[config.mk]
export PLATFORM = sky130hd
export DESIGN_NAME = seq_detect_param
export DESIGN_NICKNAME = d
export VERILOG_FILES = /design/src/rtl/seq_detect_param.sv
export SDC_FILE = /design/constraint.sdc
export NUM_CORES = 1
export LEC_CHECK = 0
export ABC_AREA = 1
export ABC_CLOCK_PERIOD_IN_PS = 3200
export BUFFER_PORTS_ARGS = -buffer_cell sky130_fd_sc_hd__buf_2
export CORE_MARGIN = 5
export CORE_UTILIZATION = 57
export DETAILED_ROUTE_END_ITERATION = 8
export GPL_TIMING_DRIVEN = 1
export PLACE_DENSITY = 0.79
export SYNTH_ARGS = -nofsm -noshare
export SYNTH_HDL_FRONTEND = slang
export SYNTH_SLANG_ARGS = --single-unit
[constraint.sdc]
create_clock -name clk -period 3.2 [get_ports clk]
set_clock_uncertainty 0.05 [all_clocks]
set_input_delay 0.64 -clock clk [delete_from_list [all_inputs] [get_ports clk]]
set_output_delay 0.64 -clock clk [all_outputs]
set_load 0.1 [all_outputs]
[src/rtl/seq_detect_param.sv]
// seq_detect_param: serial N-bit pattern detector (clk, rst_n, x/x_valid in; pat/pat_load reload; overlap_en; cnt_clr; y pulse and saturating match_cnt out)
module seq_detect_param #(
  parameter int N = 4,
  parameter logic [N-1:0] PAT_RESET = N'(4'b1010),
  parameter int CNT_W = 8
) (
  input  logic             clk,
  input  logic             rst_n,
  input  logic             x,
  input  logic             x_valid,
  input  logic [N-1:0]     pat,
  input  logic             pat_load,
  input  logic             overlap_en,
  input  logic             cnt_clr,
  output logic             y,
  output logic [CNT_W-1:0] match_cnt
);
  localparam int FW = $clog2(N);
  localparam logic [FW-1:0] FULL = FW'(N - 1);
  logic [N-1:0] pat_q, pat_d, cand;
  logic [N-2:0] hist_q, hist_d;
  logic [FW-1:0] fill_q, fill_d;
  logic y_q, y_d, match, clear_hist;
  logic [CNT_W-1:0] cnt_q, cnt_d;
  always_comb begin
    cand = {hist_q, x};
    match = x_valid & ~pat_load & (fill_q == FULL) & (cand == pat_q);
    clear_hist = pat_load | (match & ~overlap_en);
    pat_d = pat_load ? pat : pat_q;
    hist_d = clear_hist ? '0 : x_valid ? cand[N-2:0] : hist_q;
    fill_d = clear_hist ? '0 : (x_valid && fill_q != FULL) ? fill_q + 1'b1 : fill_q;
    y_d = match;
    cnt_d = cnt_clr ? '0 : (match && cnt_q != '1) ? cnt_q + 1'b1 : cnt_q;
  end
  always_ff @(posedge clk or negedge rst_n) begin
    if (!rst_n) begin
      pat_q <= PAT_RESET;
      hist_q <= '0;
      fill_q <= '0;
      y_q <= 1'b0;
      cnt_q <= '0;
    end else begin
      pat_q <= pat_d;
      hist_q <= hist_d;
      fill_q <= fill_d;
      y_q <= y_d;
      cnt_q <= cnt_d;
    end
  end
  assign y = y_q;
  assign match_cnt = cnt_q;
endmodule
# == Word level (Yosys, flattened, before mapping) ==
# Cells that the tools add are included.
# word_totals
regBits,18
in_bits,11
output_inout_bits,9
word_cells,29
# classes
addsub,2
eq_ne,4
n_mux,6
bitwise_logic,7
n_reduce_logical,5
# op_table
operator,n
$mux W8,2
$add A8 B1 Y8 const B,1
$ne A8 B8 Y1 const B,1
$mux W3,2
$reduce_bool A2 Y1,3
$and A1 B1 Y1,4
$eq A4 B4 Y1,1
$mux W2,2
$add A2 B1 Y2 const B,1
$eq A2 B2 Y1 const B,1
$logic_and A1 B1 Y1,2
$ne A2 B2 Y1 const B,1
$not A1 Y1,2
$or A1 B1 Y1,1

# == Logic depth before layout (Yosys ltp) ==
# Gate-level depths: netlist (run 1).
# depth
word_depth,7
ltp_mapped,8
depth_no_buf,8

# == Worst setup path before layout (run 1) ==
# No wires, ideal clock.
# synth_timing
kind,register -> register
start,register cnt_q[0] (netlist: match_cnt[0])
end,register cnt_q[5] (netlist: match_cnt[5])
setup_ns,0.121
t_arrival_ns,1.917
path_slack_ns,1.111
stages_incl_launch_ff,9
n_path_buf,0
period_less_slack_ns,2.089
cell_sequence,dfrtp_1 ha_1 nand2_1 nor2_1 nand2_1 inv_1 nor2_8 nand3_1 nand2_1
# synth_via
elab_chain_len,3
word_cells_on_any_way,6
# synth_lines
item,line_no,rtl
from (decl),24,"logic [CNT_W-1:0] cnt_q, cnt_d;"
from (signal assigned),47,cnt_q <= cnt_d;
$add A8 B1 Y8 or $ne A8 B8 Y1 (tied branches),33,cnt_d = cnt_clr ? '0 : (match && cnt_q != '1) ? cnt_q + 1'b1 : cnt_q;
$mux W8 or $logic_and A1 B1 Y1 (tied branches),33,
$mux W8 or $reduce_bool A2 Y1 (tied branches),n/a,
# Several ways; a longest one is shown, not always the timed one. The select of a mux whose other input is x is not followed.
# A chain may end at the register's enable or synchronous reset.

# == Final worst setup path (run 1) ==
# layout_timing
start,register cnt_q[5] (netlist: match_cnt[5])
end,output match_cnt[5]
# layout_lines
item,line_no,rtl
to (decl),16,output logic [CNT_W-1:0] match_cnt
# No word-level cell between the ends.

==> metrics.txt, run 1 <==
hold crit path type input pin to async pin; worst flop-to-flop path startpoint match_cnt[0]; Peak Freq 524 MHz; Final GP Congestion 0.832; Met3 Routed Length 75 um; clock root cell clkbuf_4; initial antenna violation count 0; Routed Antenna Nets 0; crit-path cells buf_2; row count 15; worst setup path class register to output port; Die Width 52.2 um; crit path to match_cnt[5]; Worst EP arrival 1220 ps; die height 52.2 um; syn nets 138; sequential element share of the synthesized area 44.6%; Worst path max stage delay 470 ps; leak pwr 0.668 nW; fin cells 171; CTS tree done; post-CTS setup buffer count 0; Initial DRT Pass Iterations 4; Initial Util 59.5%; ANT cells 0; port bufs 19; nets 160; relative slew slack 67.4%; sum of negative setup slack 0 ps; Int Power 324 uW; clock power share 32.0%; Register-to-Register Path Depth 7; max-cap viol count 0; Required @ worst endpoint 2510 ps; final core occ 68.3%; Max clock buf depth 2; Synth Instances 125; core area 1710 um^2; largest net degree at the start of global routing 19; status finished, final reports clean; most common cell after layout, fill and taps aside nand2_1; clock slew seen by the registers of the worst setup and hold paths 100 ps; CP bufs+invs 1; Max VDD drop 0.000252 V; CTS Sinks 18; total CTS buffers 3; Levels on crit path 1; share of layout cells above drive strength 1 24.7%; RSZ-0062 raised after global routing false; Synth Register Bits 18; P&R area growth vs syn 14.8%; Comb pwr share 11.0%; syn avg cell area 8.13 um^2; top layer reached by signal wires met4; Final Hold Viols 0; Post-CTS Hold Buffers 0; met2 WL post-DR 986 um; final WL 1.92 mm; # resized after CTS 0; R2R Path End match_cnt[5]; die area 2730 um^2; initial drt markers 20; I/O Pins 20; Overflow after GRT 0; Crit Path Max Fanout 6; Critical Path Source match_cnt[5]; number of fill cells 157; share of power burned in registers 57.0%; Critical-path top delay cell buf_2; Crit path max-delay family buffers and inverters; pwr dens 366 nW/um^2; via count 810; internal reg-to-reg setup slack 1670 ps; startpoint types register; first-pass GRT wire length 3.41 mm; slew of the pin with the lowest slew margin 492 ps; wl on met1 850 um; final number of setup-violating endpoints 0; drt drc 0; critical path endpoint category output port; fin crit period 1910 ps; yosys warns 0; switch share 24.1%; Detail Placement HPWL 1.47 mm; commonest non-fill, non-tap cells in the layout 33 x nand2_1, 19 x nand3_1, 19 x buf_2; max-slew violations 0; post-DR wirelength/cell 11.2 um; vias per cell 4.74; All-Layer GR Usage 16.8%; Synth cell types 23; Switch Pwr 103 uW; Final period util 59.7%; Mapped Area 1020 um^2; Placed Cells 167; number of global-route vias before repair 806; H-tree depth 1; Overall Power 427 uW; Worst-Skew Late Latency 280 ps
sequential cells by signal, indices dropped and copies added, names as in the netlist:
name,cells
fill_q,2
y,1
hist_q,3
pat_q,4
match_cnt,8
worst min-delay path by stage:
stage / cells after the start / end / slack (ps)
floorplan: 0 / fill_q[0] / 290
global placement: 2 / pat_q[3] / 420
detailed placement: 2 / pat_q[3] / 420
CTS: 1 / fill_q[0] / 220
global route: 1 / fill_q[0] / 240
finish: 1 / pat_q[2] / 210
through the flow:
stage | worst slack (ps) | hold slack (ps) | instance area [um^2]
floorplan | 1110 | 294 | 1020
global placement | 1490 | 416 | 1130
detailed placement | 1430 | 422 | 1130
CTS | 1280 | 218 | 1170
global route | 1230 | 236 | 1170
finish | 1290 | 211 | 1170
cells in the mapped netlist (all sizes together):
master,number,area [um^2]
a21oi,2,10.0
o21ai,4,23.8
nand4,1,12.5
xnor2,2,17.5
inv,19,71.3
mux2i,1,10.0
dfrtp,16,400
dfstp,2,52.6
nand2,33,124
nand3,21,123
nor2,14,78.8
buf,2,12.5
mux2,1,11.3
ha,2,25.0
xor2,5,43.8
per-layer routing:
metal	up-vias	track usage [%]
li1	431	-
met4	0	6.38
met5	-	0
met2	20	29.3
met1	357	20.8
met3	2	2.56
power by group through the flow:
stage / registers [mW] / logic (mW) / clock network (mW)
final: 0.243 / 0.0470 / 0.136
after global routing: 0.245 / 0.0557 / 0.149
after CTS: 0.243 / 0.0482 / 0.143
after detailed placement: 0.248 / 0.0479 / 0
after global placement: 0.247 / 0.0462 / 0
after floorplan: 0.246 / 0.0317 / 0
final cells by class:
cell class	count	area, um^2	area share [%]
Multi-Input combinational cell	86	479	41.1
Sequential cell	18	453	38.8
Timing Repair Buffer	19	95.1	8.15
Inverter	19	71.3	6.12
Clock buffer	4	36.3	3.11
Tap cell	25	31.3	2.68
kinds of logic (layout without fill, tap and decap cells):
group	count (synthesis)	count (layout)	share of synthesized area (%)
XOR/XNOR	7	7	6.03
buffers and inverters	21	42	8.25
multiplexers	2	2	2.09
AO/OA/AOI/OAI	6	6	3.32
flip-flops	18	18	44.6
AND/OR/NAND/NOR	69	69	33.3
adder cells (fa/ha/maj)	2	2	2.46
No activity file was read; power rests on OpenSTA's default activity.
==> run 2: changes to the inputs <==
Settings changed: ABC_AREA 1 to 0, ABC_CLOCK_PERIOD_IN_PS 3200 to 1850, CORE_UTILIZATION 57 to 52, PLACE_DENSITY 0.79 to 0.74.
Clock period 3.2 ns to 1.85 ns, I/O delays scaled along.
==> metrics.txt, run 2 <==
status finished, final reports clean; initial antenna violation count 0 (unchanged); leak pwr 0.516 nW (-23%); most common cell after layout, fill and taps aside buf_2; Register Area 478 um^2 (+5.5%); yosys warns 0 (unchanged); Peak Freq 583 MHz; top-count cell post-synth dfrtp_1; Mapped Area 936 um^2 (-7.9%); first-pass GRT wire length 2.90 mm (-15%); Synth area leader dfrtp_1; P&R area growth vs syn 19.9%; via count 682 (-16%); ANT cells 0 (unchanged); commonest non-fill, non-tap cells in the layout 19 x buf_2, 11 x nor2_1, 8 x dfrtp_1; Initial Util 54.2% (-5.3 points); Primary FF master, synth dfrtp_1; CTS Sinks 18 (unchanged); Final Hold Viols 0 (unchanged); Die Width 52.4 um (+0.39%); RSZ-0062 raised after global routing false; H-tree depth 1 (unchanged); multiplexer area fraction after synthesis 11.9% (+9.8 points); nets 121 (-24%); sequential element share of the synthesized area 48.4% (+3.8 points); number of fill cells 151 (-3.8%); Synth cell types 29 (+26%); Synth top area share 42.8% (+3.4 points); Hold Path Stages 2; Synth Area in Simple Gates 23.0% (-10 points); Initial DRT Pass Iterations 4 (unchanged); pwr dens 622 nW/um^2 (+70%); Detail Placement HPWL 1.32 mm (-10%); clock root cell clkbuf_4; worst setup path class register to register; hold crit path type input pin to register; I/O Pins 20 (unchanged); die height 52.4 um (+0.39%); top post-synthesis cells by area dfrtp_1 43%, mux2_1 6.0%, dfstp_2 5.6%, xnor2_1 4.7%, nor2_1 4.4%; syn avg cell area 11.1 um^2 (+37%); Max clock buf depth 2 (unchanged); Worst path max stage delay 550 ps (+80 ps); initial drt markers 14 (-30%); port bufs 19 (unchanged); core area 1730 um^2 (+1.1%); CTS tree done; Crit Path Max Fanout 4 (-2); total CTS buffers 3 (unchanged); Synth Instances 84 (-33%); Overflow after GRT 0 (unchanged); slew of the pin with the lowest slew margin 488 ps (-4.08 ps); largest net degree at the start of global routing 19 (unchanged); Final period util 92.7%; row count 15 (unchanged); fin crit period 1710 ps; Levels on crit path 5 (+4); crit-path cells xnor2_1 > and3_2 > and3_4 > nand4_2 > mux2_4; Worst-Skew Late Latency 290 ps (about the same); All-Layer GR Usage 14.7% (-2.2 points); die area 2750 um^2 (+0.79%); largest family of logic cells by synthesized area simple AND/OR/NAND/NOR gates; max-slew violations 0 (unchanged); max-cap viol count 0 (unchanged); Compound-Gate Fraction of Synth Area 4.55% (+1.2 points); xor/xnor share of the synthesized area 7.35% (+1.3 points); async set-reset flop share out of synthesis 100% (unchanged); syn nets 97 (-30%); drt drc 0 (unchanged); Register-to-Register Path Depth 5 (-2); number of global-route vias before repair 655 (-19%); Worst EP arrival 1830 ps (+610 ps); startpoint types register; CP bufs+invs 0 (-1); number of flops mapped to enable cells by yosys 0 (unchanged); fin area 1120 um^2 (-3.8%); final WL 1.67 mm (-13%); sum of negative setup slack 0 ps (unchanged); Critical-path top delay cell dfstp_2; post-DR wirelength/cell 12.7 um (+13%); Crit path max-delay family simple AND/OR/NAND/NOR gates; synth cell count leaders 16 x dfrtp_1, 11 x nor2_1, 5 x mux2_1, 5 x xnor2_1; Synth Register Bits 18 (unchanged); Largest register FFs 8 (unchanged); final number of setup-violating endpoints 0 (unchanged); share of layout cells above drive strength 1 39.3% (+15 points); Required @ worst endpoint 1970 ps (-540 ps); area of the multi-input gates 463 um^2 (-3.4%); relative slew slack 67.7% (+0.27 points); Max VDD drop 0.000419 V (+66%); Final GP Congestion 0.733 (-12%); Post-Synth Adder-Cell Area 2.67% (+0.21 points); critical path endpoint category register; clock slew seen by the registers of the worst setup and hold paths 100 ps (about the same); Routed Antenna Nets 0 (unchanged); Placement Cell Area 1090 um^2 (-3.9%); vias per cell 5.17 (+9.1%)
run 2: changes by cell type after synthesis, sizes merged, moves of 3 or more:
cell | before | now
xnor2 | 2 | 6
mux2i | 1 | 4
inv | 19 | 2
nand3 | 21 | 4
mux2 | 1 | 6
nand4 | 1 | 6
nand2 | 33 | 3
nor2b | 0 | 3
xor2 | 5 | 1
nor2 | 14 | 11
run 2: power by group:
part           internal, mW  total (mW)  switching (mW)
Sequential            0.412       0.424          0.0121
Clock                0.0837       0.194           0.110
Combinational        0.0400      0.0801          0.0401
run 2: repair_timing:
item / in CTS / in global routing
setup buffers: 0 / 0
setup endpoints to repair: 0 / 0
hold buffers: 1 / 0
resized for setup: 0 / 0
endpoints found under the hold margin: 16 / 0
run 2: layout make-up:
class,count,area share (%)
flip-flops and latches,18,42.6
multi-input cells,61,41.2
repair buffers,21,10.0
well taps,25,2.79
clock buffers,4,2.34
inverters,3,1.00
run 2: per-stage QoR:
stage                     std cells  hold slack (ps)  power, mW  setup slack [ps]  utilization (%)
final                           132              241      0.698               136             65.0
after detailed placement        127              263      0.513               146             62.9
after global routing            132              238      0.744              72.7             65.0
after CTS                       132              236      0.710               135             65.0
after global placement          127              265      0.508               173             62.9
after floorplan                  84             24.4      0.481              8.61                -
run 2: logic make-up (layout without fill, tap and decap cells):
kind of cell | Yosys count | after routing
mux | 10 | 10
fa+ha+maj | 2 | 2
buf+inv | 5 | 28
flops | 18 | 18
compound gates | 8 | 8
xor+xnor | 7 | 7
simple gates | 34 | 34
run 2: routing by layer:
layer	up-vias	GRT usage, %	wire length (um)
met5	-	0	0
met4	0	6.38	12
met3	2	3.42	80
met2	14	22.9	793
met1	324	19.2	783
li1	342	-	-
run 2: worst register-to-register path, delay by kind of cell (launching register included):
kind | cells | cell delay [ps]
xor gates and xnor gates | 1 | 130
muxes | 1 | 310
and+or+nand+nor | 3 | 570
DFF | 1 | 550
run 2: worst paths after layout:
path / slack (ps) / from / end
worst min register to register: 490 / pat_q[2] / pat_q[2]
worst max register to register: 140 / pat_q[3] / match_cnt[4]
worst min-delay path: 240 / pat[0] / pat_q[0]
min in group asynchronous: 470 / rst_n / fill_q[1]
worst max-delay path: 140 / pat_q[3] / match_cnt[4]
max in group asynchronous: 950 / rst_n / pat_q[3]
==> run 3: changes to the inputs <==
Settings changed: ABC_CLOCK_PERIOD_IN_PS 1850 to 1700, PLACE_DENSITY 0.74 to 0.77, REMOVE_ABC_BUFFERS set to 1.
Clock period 1.85 ns to 1.7 ns, I/O delays scaled along.
==> metrics.txt, run 3 (synthesis gave the netlist of run 2 again) <==
status finished, final reports clean; I/O Pins 20 (unchanged); Placed Cells 132 (+3.9%); Worst-Skew Late Latency 290 ps (about the same); post-DR wirelength/cell 13.2 um (+4.4%); Critical Path Source pat_q[3]; Crit path max-delay family flip-flops; Max VDD drop 0.000683 V (+63%); Required @ worst endpoint 1830 ps (-140 ps); Overall Power 793 uW (+13%); internal reg-to-reg setup slack 50 ps (-90 ps); final number of setup-violating endpoints 0 (unchanged); CP bufs+invs 0 (unchanged); initial antenna violation count 0 (unchanged); Initial DRT Pass Iterations 4 (unchanged); largest net degree at the start of global routing 19 (unchanged); clock root cell clkbuf_4; sum of negative setup slack 0 ps (unchanged); leak pwr 0.576 nW (+12%); hold_ws 210 ps (-30.6 ps); Register-to-Register Path Depth 5 (unchanged); Peak Freq 605 MHz (+3.7%); Crit Path Max Fanout 4 (unchanged); ANT cells 0 (unchanged); Overflow after GRT 0 (unchanged); Final period util 97.2% (+4.5 points); commonest non-fill, non-tap cells in the layout 18 x buf_2, 16 x dfrtp_1, 11 x nor2_1; CTS Sinks 18 (unchanged); die area 2750 um^2 (unchanged); CTS tree done; Detail Placement HPWL 1.34 mm (+1.4%); Routed Antenna Nets 0 (unchanged); Critical-path top delay cell dfstp_2; slew of the pin with the lowest slew margin 487 ps (-0.506 ps); final core occ 68.8% (+3.8 points); port bufs 19 (unchanged); crit path to match_cnt[4]; clock slew seen by the registers of the worst setup and hold paths 100 ps (about the same); total CTS buffers 3 (unchanged); fin crit period 1650 ps (-61.9 ps); Initial Util 54.2% (unchanged); crit-path cells xnor2_2 > and3_4 > and3_4 > nand4_4 > mux2_4; final WL 1.84 mm (+9.9%); Largest register FFs 8 (unchanged); H-tree depth 1 (unchanged); number of fill cells 131 (-13%); Final Hold Viols 0 (unchanged); pwr dens 667 nW/um^2 (+7.2%); startpoint types register; area of the multi-input gates 499 um^2 (+7.8%); crit-path most repeated cell and3_4; share of layout cells above drive strength 1 40.4% (+1.1 points); fin area 1190 um^2 (+5.9%); hold crit path type input pin to register; Levels on crit path 5 (unchanged); Worst path max stage delay 570 ps (+20 ps); max-slew violations 0 (unchanged); row count 15 (unchanged); P&R area growth vs syn 27.0%; nets 128 (+5.8%); worst setup path class register to register; R2R Path End match_cnt[4]; vias per cell 5.13 (-0.72%); worst flop-to-flop path startpoint pat_q[3]; first-pass GRT wire length 3.37 mm (+16%); core area 1730 um^2 (unchanged); Max clock buf depth 2 (unchanged); die height 52.4 um (unchanged); worst setup margin 47.6 ps (-88.1 ps); Final GP Congestion 0.735 (+0.37%); All-Layer GR Usage 16.9% (+2.2 points); Placement Cell Area 1100 um^2 (+1.2%); max-cap viol count 0 (unchanged); relative slew slack 67.8% (about the same); fin cells 139 (+5.3%); via count 713 (+4.5%); most common cell after layout, fill and taps aside buf_2; number of global-route vias before repair 769 (+17%); drt drc 0 (unchanged); Worst EP arrival 1790 ps (-40 ps); Die Width 52.4 um (unchanged); critical path endpoint category register; pre-CTS setup slack 19.8 ps (-126 ps); initial drt markers 13 (-1); Register Area 453 um^2 (-5.2%)
## run 3: what timing repair did
action	CTS	global route
endpoints found under the setup margin	0	5
hold endpoints to repair	16	0
resized for setup	0	8
setup buffers	0	2
hold buffers	1	0
## run 3: where the power goes
part / total, mW / leakage [nW] / switching [mW] / internal [mW]
clock network: 0.221 / 0.0150 / 0.130 / 0.0911
logic: 0.106 / 0.324 / 0.0483 / 0.0579
registers: 0.465 / 0.238 / 0.0161 / 0.449
total: 0.793 / 0.576 / 0.195 / 0.598
## run 3: layout make-up
cell class / instances / share of cell area (%)
clock buffer: 4 / 2.21
multi-input combinational: 61 / 42.0
inverter: 3 / 0.947
sequential: 18 / 38.1
timing repair buffer: 28 / 14.1
tap: 25 / 2.63
## run 3: worst min-delay path by stage
stage          slack (ps)    from   endpoint  depth (start not counted)
2_1_floorplan          -6   rst_n  fill_q[0]                          0
3_3_place_gp          240   rst_n  fill_q[0]                          1
3_5_place_dp          240   rst_n  fill_q[0]                          1
4_1_cts               200  pat[0]   pat_q[0]                          2
5_1_grt               200  pat[0]   pat_q[0]                          2
6_report              210  pat[0]   pat_q[0]                          2
## run 3: routing by layer
metal | GRT usage, % | share of wire, % | wire [um] | up-vias
met5 | 0 | 0 | 0 | -
met1 | 21.8 | 45 | 824 | 333
li1 | - | - | - | 358
met2 | 27.7 | 49 | 906 | 20
met4 | 6.38 | 0.82 | 15 | 0
met3 | 3.42 | 4.8 | 89 | 2
## run 3: worst reg2reg max path, delay by kind of cell, from the launching register on
| family | cells | cell delay (ps) |
|---|---|---|
| DFF | 1 | 570 |
| and+or+nand+nor | 3 | 500 |
| xor gates and xnor gates | 1 | 130 |
| muxes | 1 | 300 |
